File: config.mk
export PLATFORM = sky130hd
export DESIGN_NAME = phase2speed_mc
export DESIGN_NICKNAME = d
export VERILOG_FILES = /design/src/rtl/p2s_pkg.sv /design/src/rtl/p2s_sync_fifo.sv /design/src/rtl/phase2speed_mc.sv
export SDC_FILE = /design/constraint.sdc
export NUM_CORES = 1
export LEC_CHECK = 0
export BUFFER_PORTS_ARGS = -buffer_cell sky130_fd_sc_hd__buf_4
export CORE_ASPECT_RATIO = 0.75
export CORE_MARGIN = 1
export CORE_UTILIZATION = 50
export CTS_CLUSTER_SIZE = 24
export DETAILED_ROUTE_END_ITERATION = 8
export HOLD_SLACK_MARGIN = 0.06
export PLACE_DENSITY = 0.75
export SYNTH_ARGS = -nofsm -noshare
export SYNTH_HDL_FRONTEND = slang
export SYNTH_SLANG_ARGS = --single-unit
File: constraint.sdc
create_clock -name clock -period 7.8 [get_ports clock]
set_input_delay 0.78 -clock clock [delete_from_list [all_inputs] [get_ports clock]]
set_output_delay 0.78 -clock clock [all_outputs]
set_load 0.02 [all_outputs]
File: src/rtl/p2s_pkg.sv
// Shared constants and types for the multi-channel phase-to-speed averager.
// Defaults here match the top-level parameter defaults of phase2speed_mc.
package p2s_pkg;

    localparam int P2S_CH         = 4;
    localparam int P2S_N_MAX      = 6;
    localparam int P2S_PW         = 19;
    localparam int P2S_SW         = 16;
    localparam int P2S_KW         = 15;
    localparam int P2S_KSHIFT     = 12;
    localparam int P2S_FIFO_DEPTH = 4;

    // Scale that maps a 9Q10 phase step per sample to a 6Q10 speed
    localparam int P2S_SCALE_DEFAULT = 20450;

    // Saturation limits of the 6Q10 speed output
    localparam int P2S_SAT_MAX = 32767;
    localparam int P2S_SAT_MIN = -32768;

    // Channel index width, never narrower than one bit
    function automatic int p2s_idx_width(input int n);
        return (n > 1) ? $clog2(n) : 1;
    endfunction

    localparam int P2S_CW = p2s_idx_width(P2S_CH);

    // Output FIFO entry for the default geometry
    typedef struct packed {
        logic [P2S_CW-1:0]        ch;
        logic signed [P2S_SW-1:0] speed;
    } p2s_entry_t;

endpackage

File: src/rtl/p2s_sync_fifo.sv
// Small synchronous FIFO with full/empty, used as the result buffer.
// The head is presented combinationally; a write while full is only
// accepted when a read happens in the same cycle.
module p2s_sync_fifo #(
    parameter int WIDTH = 18,
    parameter int DEPTH = 4
) (
    input  logic             clock,
    input  logic             reset,
    input  logic             wr_en,
    input  logic [WIDTH-1:0] wr_data,
    input  logic             rd_en,
    output logic [WIDTH-1:0] rd_data,
    output logic             full,
    output logic             empty
);

    localparam int AW   = (DEPTH > 1) ? $clog2(DEPTH) : 1;
    localparam int CNTW = AW + 1;

    logic [WIDTH-1:0] mem [DEPTH];
    logic [AW-1:0]    wr_ptr_reg;
    logic [AW-1:0]    rd_ptr_reg;
    logic [CNTW-1:0]  count_reg;
    logic             do_wr;
    logic             do_rd;

    assign full    = (count_reg == CNTW'(DEPTH));
    assign empty   = (count_reg == '0);
    assign do_rd   = rd_en && !empty;
    assign do_wr   = wr_en && (!full || do_rd);
    assign rd_data = mem[rd_ptr_reg];

    // Storage array: written only, never reset
    always_ff @(posedge clock) begin
        if (do_wr) begin
            mem[wr_ptr_reg] <= wr_data;
        end
    end

    // Pointer and occupancy bookkeeping
    always_ff @(posedge clock) begin
        if (reset) begin
            wr_ptr_reg <= '0;
            rd_ptr_reg <= '0;
            count_reg  <= '0;
        end else begin
            if (do_wr) begin
                wr_ptr_reg <= wr_ptr_reg + AW'(1);
            end
            if (do_rd) begin
                rd_ptr_reg <= rd_ptr_reg + AW'(1);
            end
            case ({do_wr, do_rd})
                2'b10:   count_reg <= count_reg + CNTW'(1);
                2'b01:   count_reg <= count_reg - CNTW'(1);
                default: count_reg <= count_reg;
            endcase
        end
    end

endmodule

File: src/rtl/phase2speed_mc.sv
// Multi-channel phase-to-speed averager.
// Averages 2^w phase samples per channel, scales, saturates to 6Q10 and
// queues results in an output FIFO. Build option P2S_ROUND_EN selects
// round-half-up at both shifts; otherwise both shifts floor.
module phase2speed_mc
    import p2s_pkg::*;
#(
    parameter int CH         = P2S_CH,
    parameter int N_MAX      = P2S_N_MAX,
    parameter int PW         = P2S_PW,
    parameter int SW         = P2S_SW,
    parameter int KW         = P2S_KW,
    parameter int KSHIFT     = P2S_KSHIFT,
    parameter int FIFO_DEPTH = P2S_FIFO_DEPTH,
    localparam int CW        = p2s_idx_width(CH)
) (
    input  logic                 clock,
    input  logic                 reset,
    input  logic                 sample,
    input  logic [CW-1:0]        sample_ch,
    input  logic signed [PW-1:0] phase,
    input  logic [3:0]           win_sel,
    input  logic [KW-1:0]        scale,
    input  logic                 clear_flags,
    output logic signed [SW-1:0] speed,
    output logic [CW-1:0]        speed_ch,
    output logic                 speed_valid,
    input  logic                 speed_ready,
    output logic                 sat_flag,
    output logic                 drop_flag
);

    localparam int ACC_W = PW + N_MAX;
    localparam int CNT_W = N_MAX + 1;
    localparam int WLW   = $clog2(N_MAX + 1);
    localparam int TW    = ACC_W + 1;
    localparam int PRW   = PW + KW + 1;
    localparam int EW    = CW + SW;

    localparam logic signed [SW-1:0]  SPD_MAX = {1'b0, {(SW-1){1'b1}}};
    localparam logic signed [SW-1:0]  SPD_MIN = {1'b1, {(SW-1){1'b0}}};
    localparam logic signed [PRW-1:0] Q_MAX   = {{(PRW-SW){1'b0}}, SPD_MAX};
    localparam logic signed [PRW-1:0] Q_MIN   = {{(PRW-SW){1'b1}}, SPD_MIN};

    // Per-channel accumulation state
    logic signed [ACC_W-1:0] acc_reg [CH];
    logic [CNT_W-1:0]        cnt_reg [CH];
    logic [WLW-1:0]          wl_reg  [CH];

    logic [CH-1:0]           hit;
    logic [WLW-1:0]          win_cl;
    logic signed [ACC_W-1:0] sel_acc;
    logic [CNT_W-1:0]        sel_cnt;
    logic [WLW-1:0]          sel_wl;
    logic [WLW-1:0]          wl_eff;
    logic [CNT_W-1:0]        limit;
    logic                    sel_last;
    logic signed [TW-1:0]    total;
    logic signed [TW-1:0]    total_r;
    logic signed [TW-1:0]    shifted;
    logic signed [PW-1:0]    avg;

    // Stage 1: average and channel
    logic                    s1_valid_reg;
    logic signed [PW-1:0]    s1_avg_reg;
    logic [CW-1:0]           s1_ch_reg;

    // Stage 2: scaled, saturated speed and channel
    logic signed [PRW-1:0]   avg_ext;
    logic signed [PRW-1:0]   k_ext;
    logic signed [PRW-1:0]   prod;
    logic signed [PRW-1:0]   prod_r;
    logic signed [PRW-1:0]   q;
    logic signed [SW-1:0]    spd_next;
    logic                    sat_next;
    logic                    s2_valid_reg;
    logic signed [SW-1:0]    s2_spd_reg;
    logic [CW-1:0]           s2_ch_reg;

    logic                    sat_flag_reg;
    logic                    drop_flag_reg;
    logic [EW-1:0]           head;
    logic                    fifo_full;
    logic                    fifo_empty;
    logic                    drop_evt;
    logic                    unused_bits;

    // One-hot decode of the sample channel; indices >= CH never match
    genvar gi;
    generate
        for (gi = 0; gi < CH; gi++) begin : g_hit
            assign hit[gi] = sample && (sample_ch == CW'(gi));
        end
    endgenerate

    assign win_cl = (win_sel > 4'(N_MAX)) ? WLW'(N_MAX) : WLW'(win_sel);

    // Select the addressed channel's state and form the running total / average
    always_comb begin
        sel_acc = '0;
        sel_cnt = '0;
        sel_wl  = '0;
        for (int i = 0; i < CH; i++) begin
            if (hit[i]) begin
                sel_acc = acc_reg[i];
                sel_cnt = cnt_reg[i];
                sel_wl  = wl_reg[i];
            end
        end
        // The window length is latched on the first sample of a window
        wl_eff   = (sel_cnt == '0) ? win_cl : sel_wl;
        limit    = (CNT_W'(1) << wl_eff) - CNT_W'(1);
        sel_last = (sel_cnt == limit);
        total    = {{(TW-ACC_W){sel_acc[ACC_W-1]}}, sel_acc}
                 + {{(TW-PW){phase[PW-1]}}, phase};
        total_r  = total;
`ifdef P2S_ROUND_EN
        if (wl_eff != '0) begin
            total_r = total + ((TW'(1) << wl_eff) >> 1);
        end
`endif
        shifted  = total_r >>> wl_eff;
        avg      = shifted[PW-1:0];
    end

    // Accumulate per channel; the closing sample clears the channel's window
    always_ff @(posedge clock) begin
        if (reset) begin
            for (int i = 0; i < CH; i++) begin
                acc_reg[i] <= '0;
                cnt_reg[i] <= '0;
                wl_reg[i]  <= '0;
            end
        end else begin
            for (int i = 0; i < CH; i++) begin
                if (hit[i]) begin
                    wl_reg[i] <= wl_eff;
                    if (sel_last) begin
                        acc_reg[i] <= '0;
                        cnt_reg[i] <= '0;
                    end else begin
                        acc_reg[i] <= total[ACC_W-1:0];
                        cnt_reg[i] <= sel_cnt + CNT_W'(1);
                    end
                end
            end
        end
    end

    // Stage 1 register: completed average with its channel
    always_ff @(posedge clock) begin
        if (reset) begin
            s1_valid_reg <= 1'b0;
            s1_avg_reg   <= '0;
            s1_ch_reg    <= '0;
        end else begin
            s1_valid_reg <= (|hit) && sel_last;
            s1_avg_reg   <= avg;
            s1_ch_reg    <= sample_ch;
        end
    end

    // Scale the average, shift down and clamp into the speed range
    always_comb begin
        avg_ext = {{(PRW-PW){s1_avg_reg[PW-1]}}, s1_avg_reg};
        k_ext   = {{(PRW-KW){1'b0}}, scale};
        prod    = avg_ext * k_ext;
        prod_r  = prod;
`ifdef P2S_ROUND_EN
        prod_r  = prod + (PRW'(1) << (KSHIFT - 1));
`endif
        q        = prod_r >>> KSHIFT;
        sat_next = 1'b0;
        spd_next = q[SW-1:0];
        if (q > Q_MAX) begin
            spd_next = SPD_MAX;
            sat_next = 1'b1;
        end else if (q < Q_MIN) begin
            spd_next = SPD_MIN;
            sat_next = 1'b1;
        end
    end

    // Stage 2 register: result that is offered to the FIFO next cycle
    always_ff @(posedge clock) begin
        if (reset) begin
            s2_valid_reg <= 1'b0;
            s2_spd_reg   <= '0;
            s2_ch_reg    <= '0;
        end else begin
            s2_valid_reg <= s1_valid_reg;
            s2_spd_reg   <= spd_next;
            s2_ch_reg    <= s1_ch_reg;
        end
    end

    p2s_sync_fifo #(
        .WIDTH (EW),
        .DEPTH (FIFO_DEPTH)
    ) u_fifo (
        .clock   (clock),
        .reset   (reset),
        .wr_en   (s2_valid_reg),
        .wr_data ({s2_ch_reg, s2_spd_reg}),
        .rd_en   (speed_ready),
        .rd_data (head),
        .full    (fifo_full),
        .empty   (fifo_empty)
    );

    // A full FIFO only loses the new result when the head is not leaving
    assign drop_evt = s2_valid_reg && fifo_full && !speed_ready;

    // Sticky flags: a new event wins over a simultaneous clear
    always_ff @(posedge clock) begin
        if (reset) begin
            sat_flag_reg  <= 1'b0;
            drop_flag_reg <= 1'b0;
        end else begin
            sat_flag_reg  <= (sat_flag_reg && !clear_flags) || (s1_valid_reg && sat_next);
            drop_flag_reg <= (drop_flag_reg && !clear_flags) || drop_evt;
        end
    end

    assign speed_valid = !fifo_empty;
    assign speed       = speed_valid ? head[SW-1:0] : '0;
    assign speed_ch    = speed_valid ? head[EW-1:SW] : '0;
    assign sat_flag    = sat_flag_reg;
    assign drop_flag   = drop_flag_reg;

    // Bits above the average width are discarded by construction
    assign unused_bits = ^shifted[TW-1:PW];

endmodule
---- After elaboration in Yosys (flattened, before gate mapping) ----
Memories as Yosys holds them, arrays and structs flattened. A register that Yosys moved wholly into a read port is not among the register bits.
Cells that the tools add are included.
W data, S select, Z words.
cells by class
  add/subtract/negate cells ............... 7
  multiply operators ...................... 1
  divide/modulo/power cells ............... 0
  magnitude comparators ................... 3
  eq/ne operators ......................... 7
  shifts and indexed selects .............. 2
  multiplexer cells ....................... 85
  bitwise gates (word level) .............. 20
  reductions and logical operators ........ 25
operator list
  operator                count
  $mux W25                12
  $mux W7                 12
  $mux W1                 44
  $mul A19 B16 Y35        1
  $mux W16                2
  $mux W3                 10
  $add A25 B19 Y26        1
  $sshr A26 B3 Y19        1
  $gt A23 B16 Y1 const B  1
  $lt A23 B16 Y1 const B  1
  $or A1 B1 Y1            20
  $mux W15                1
  $logic_and A1 B1 Y1     12
  $add A7 B1 Y7 const B   1
  $eq A7 B7 Y1            1
  $logic_not A7 Y1        1
  $shl A1 B3 Y7 const A   1
  $sub A7 B2 Y7 const B   1
  $eq A2 B2 Y1 const B    3
  $mux W2                 3
  $pmux W3 S2             1
  $add A2 B1 Y2 const B   2
  $eq A2 B1 Y1 const B    2
  $gt A4 B3 Y1 const B    1
  10 further kinds        15
word-level totals
  register bits after elaboration ......... 50
  latch bits .............................. 0
  RAM bits ................................ 212
  memory bits (read-only) ................. 0
  input port bits ......................... 45
  memories kept ........................... 4
memories
  name        depth  bits a word  read ports  clocked after memory_dff  wr ports  line                  RTL
  acc_reg     4      25           4           0                         4         phase2speed_mc.sv:46  logic signed [ACC_W-1:0] acc_reg [CH];
  u_fifo.mem  4      18           1           1                         1         p2s_sync_fifo.sv:21   logic [WIDTH-1:0] mem [DEPTH];
  cnt_reg     4      7            4           0                         4         phase2speed_mc.sv:47  logic [CNT_W-1:0] cnt_reg [CH];
  wl_reg      4      3            4           0                         4         phase2speed_mc.sv:48  logic [WLW-1:0] wl_reg [CH];

---- Longest topological paths before layout ----
  depth after elaboration ................. 17
  mapped depth ............................ 28

---- By module ----
Synthesis repeated with hierarchy kept, for this count alone.
unflattened totals
  cell total of the unflattened synthesis .. 2314
  area total of the unflattened synthesis .. 24269.5 um^2
modules (own cells, without submodules)
  module          times used  cells an instance  area an instance (um^2)  sequential area each (um^2)
  phase2speed_mc  1           2166               21141.5                  5064.9
  p2s_sync_fifo   1           148                3128.0                   2342.2

---- Worst setup path after synthesis ----
OpenSTA, ideal clock, no wires.
  kind .................................... input port to flip-flop
  start point ............................. input scale[2]
  end point ............................... register s2_spd_reg[13]
  library setup time ...................... 0.114 ns
  data arrival time ....................... 7.582 ns
  data required time ...................... 7.686 ns
  slack ................................... 0.104 ns
  stages .................................. 25
  buffers on the path ..................... 3
  cells stage by stage .................... clkbuf_1 > clkbuf_1 > nand2_1 > fa_1 > fa_1 > inv_1 > fa_1 > fa_1 > fa_1 > inv_1 > fa_1 > inv_1 > ha_1 > and3_1 > nand2_1 > nor3_1 > inv_1 > a311o_1 > a31oi_1 > xnor2_1 > or4b_1 > a211oi_1 > a2111oi_2 > buf_2 > a21o_1
on the way
  word-level cells in the longest chain between the ends .. 4
RTL lines
  what                  line                   RTL
  start, declared       phase2speed_mc.sv:23   input logic [KW-1:0] scale,
  $mul A19 B16 Y35 (*)  phase2speed_mc.sv:167  prod = avg_ext * k_ext;
  $lt A23 B16 Y1        phase2speed_mc.sv:178  end else if (q < Q_MIN) begin
  $mux W16              phase2speed_mc.sv:178
  $mux W15 (*)          phase2speed_mc.sv:175  if (q > Q_MAX) begin
  end signal, assigned  phase2speed_mc.sv:192  s2_spd_reg <= spd_next;
  end, declared         phase2speed_mc.sv:77   logic signed [SW-1:0] s2_spd_reg;
Every way passes the cells marked *; elsewhere a longest branch is shown, timed or not.
A chain may end at the register's enable or synchronous reset.

---- Worst setup path after layout ----
  start point ............................. register s1_avg_reg[6]
  end point ............................... register s2_spd_reg[5]
on the way
  word-level cells in the longest chain between the ends .. 4
RTL lines
  what                    line                   RTL
  start, declared         phase2speed_mc.sv:65   logic signed [PW-1:0] s1_avg_reg;
  start signal, assigned  phase2speed_mc.sv:158  s1_avg_reg <= avg;
  $mul A19 B16 Y35 (*)    phase2speed_mc.sv:167
  $lt A23 B16 Y1          phase2speed_mc.sv:178
  $mux W16                phase2speed_mc.sv:178
  $mux W15 (*)            phase2speed_mc.sv:175
Marks and branches as above.

==> out/metrics.yaml <==
critical_path:
  arrival_ns: 7.94
  timing.rr.start: "s1_avg_reg[6]"
  end_kind: "register"
  r2r_end: "s2_spd_reg[5]"
  rr_worst_depth: 24
  crit_path_end: "s2_spd_reg[5]"
  worst-path-max-fanout: 13
  r2r_slack_ns: 0.36
  start_kind: "register"
  critPathLaunch: "s1_avg_reg[6]"
  critPathKind: "reg -> reg"
  cp_data_required_time_ns: 8.30
global_route:
  overflow: 0
  grt_pass1_wl_um: 90180
  grt_pass1_vias: 16560
  grt_usage_pct: 24.14
  grt_start_max_net_pins: 46
  grt_antenna_before_repair: 1
clocking:
  cts_made_buffers: 26
  clock_latency_ns: 0.56
  clk_root_buffer_cell: "clkbuf_16"
  cts_tree: "yes"
  htreeDepth: 1
  cts_setup_buffers: 0
  clk_pin_slew_ns: 0.06
  clock-sinks: 264
  clockBufferDepth: 3
synthesis:
  ys.flop_type: "edfxtp_1"
  syn_avg_cell_area_um2: 10.59
  yosysWarningCount: 0
  synth_compound_area_share_pct: 6.749
  synth_top_family_by_area: "adder cells"
  synth_cells: 2211
  muxShareOfSynthArea_pct: 6.316
  synth_nets: 2660
  synthAdderAreaFrac_pct: 30.76
  synth_edf_count: 212
  synth_seq_cells: 264
  synth_xor_area_share_pct: 2.431
  ys_types: 74
  syn_area_mm2: 0.02341
  synthSimpleGateAreaFrac_pct: 14.03
  async_reset_ff_share_pct: 0
  ys_seq_area_share_pct: 31.63
layout:
  seqCellArea_mm2: 0.007411
  largest_reg_flops: 100
  layout-drive-gt1-share_pct: 10.54
  multi_input_area_mm2: 0.01415
  mostFrequentLayoutCell: "inv_1"
  areaGrowthSynthToFinish_pct: 8.539
  nets: 2697
  final_cell_mix: "inv_1 (367), fa_1 (286), nand2_1 (223)"
  fillerInstances: 3877
sta:
  holdWs_ns: 0.4487
  period_share_pct: 95.44
  fin_skew_ns: 0.03134
  tightest_slew_ns: 0.9913
  setup_viol: 0
  fin_crit_ns: 7.444
  relSlewSlack_pct: 32.61
  final_hold_viol_count: 0
  fmax_mhz: 134.3
  grt_setup_unrepaired: "no"
  final_max_slew_viol_count: 0
floorplanning:
  initial_core_util_pct: 50.78
  core_area_mm2: 0.04611
  die_x_um: 251.9
  rows: 68
  die_area_mm2: 0.04771
  die_h_um: 189.4
  ios: 66
route:
  firstDrtPassIters: 5
  vias_per_cell: 5.508
  antenna_left: 0
  dr_total_vias: 15970
  wl_per_cell_um: 18.94
  drc: 0
  drt_iter0_markers: 1238
  wirelength_um: 54910
outcome:
  outcome: "finished clean"
hold_path:
  worstHoldStart: "s1_ch_reg[1]"
  hold_class: "reg -> reg"
place:
  port-buffer-count: 65
  globalplace.congestion: 0.9056
  dp_hpwl_um: 41820
job:
  max_cap_viol_count: 0
cell type report:
cell class | instances | area share [%]
antenna | 2 | 0.01969
clock buffer | 34 | 2.678
clock inverter | 14 | 0.5711
inverter | 367 | 5.420
multi-input combinational | 1477 | 55.69
sequential | 264 | 29.16
tap | 630 | 3.102
timing repair buffer | 112 | 3.358
worst max-delay path: stages (launching register included):
cell and delay, ns:
dfxtp_1 0.48, buf_4 0.25, and2_1 0.18, fa_1 0.55, inv_1 0.07, fa_1 0.50
fa_1 0.52, inv_1 0.05, fa_1 0.47, fa_1 0.55, inv_1 0.06, fa_1 0.53
inv_1 0.04, ha_1 0.35, nand2_1 0.13, nor4b_2 0.32, o21ai_1 0.17, a311o_1 0.41
a31oi_1 0.23, buf_4 0.17, a21oi_1 0.12, a211o_1 0.34, a2111oi_2 0.61, buf_12 0.21
a21o_1 0.09
worst min path at each step:
stage	endpoint	slack, ns	cells after the start
2_1_floorplan	s2_ch_reg[0]	0.41	1
3_3_place_gp	s2_ch_reg[1]	0.43	1
3_5_place_dp	s2_ch_reg[1]	0.43	1
4_1_cts	sat_flag	0.45	2
5_1_grt	s2_ch_reg[1]	0.46	1
6_report	s2_ch_reg[1]	0.45	1
through the flow:
stage	instance area (µm²)	cells	utilization, %	TNS [ns]	setup WS [ns]
detailed placement	24570	2850	53.27	-1.544	-0.1197
CTS	25390	2898	55.07	0	0.2438
floorplan	23420	2211	-	0	0.1043
global placement	24570	2850	53.27	0	0.05114
global route	25410	2899	55.11	0	0.02061
finish	25410	2900	55.11	0	0.3556
timing repair:
action                     CTS  global route
setup endpoints to repair    0            16
hold buffers                 0             0
gates resized for setup      0             5
cell families (layout without fill, tap and decap cells):
group	Yosys count	after routing
simple gates	692	692
buf+inv	470	527
fa+ha+maj	404	404
flops	264	264
compound gates	233	233
mux	83	83
xor+xnor	65	65
other cells	0	2
layer usage:
layer  share of wire [%]  global-route usage, %  vias to the layer above
met3                 8.4                  4.193                       70
met4                 1.5                  4.172                        0
li1                    -                      -                     7239
met2                  45                  37.48                      592
met1                  45                  36.00                     8073
met5                   0                      0                        -
Yosys cell counts, types with 5 or more instances:
library cell / number / area share, %
inv_1: 367 / 5.9
fa_1: 286 / 24
nand2_1: 223 / 3.6
edfxtp_1: 212 / 27
nor2_1: 205 / 3.3
and2_1: 175 / 4.7
ha_1: 118 / 6.3
clkbuf_1: 68 / 1.1
a21oi_1: 54 / 1.2
dfxtp_1: 52 / 4.4
mux4_2: 50 / 4.8
o21ai_0: 40 / 0.85
a21o_1: 37 / 1.2
xnor2_1: 37 / 1.4
xor2_1: 28 / 1.0
mux2i_1: 20 / 0.85
nor3_1: 19 / 0.41
buf_6: 14 / 0.67
nand3_1: 13 / 0.28
buf_1: 12 / 0.19
o21a_1: 12 / 0.38
o211ai_1: 11 / 0.35
a31oi_1: 10 / 0.27
mux2_2: 10 / 0.48
a211oi_1: 9 / 0.29
nand4_1: 9 / 0.24
nor2b_1: 9 / 0.24
o21bai_1: 9 / 0.29
a31o_2: 6 / 0.22
nand2b_1: 6 / 0.16
o32ai_1: 6 / 0.22
buf_4: 5 / 0.16
Power is left out: the tool's default activity adds up to more than one toggle a clock period on the data nets, which glitch-free logic cannot reach.
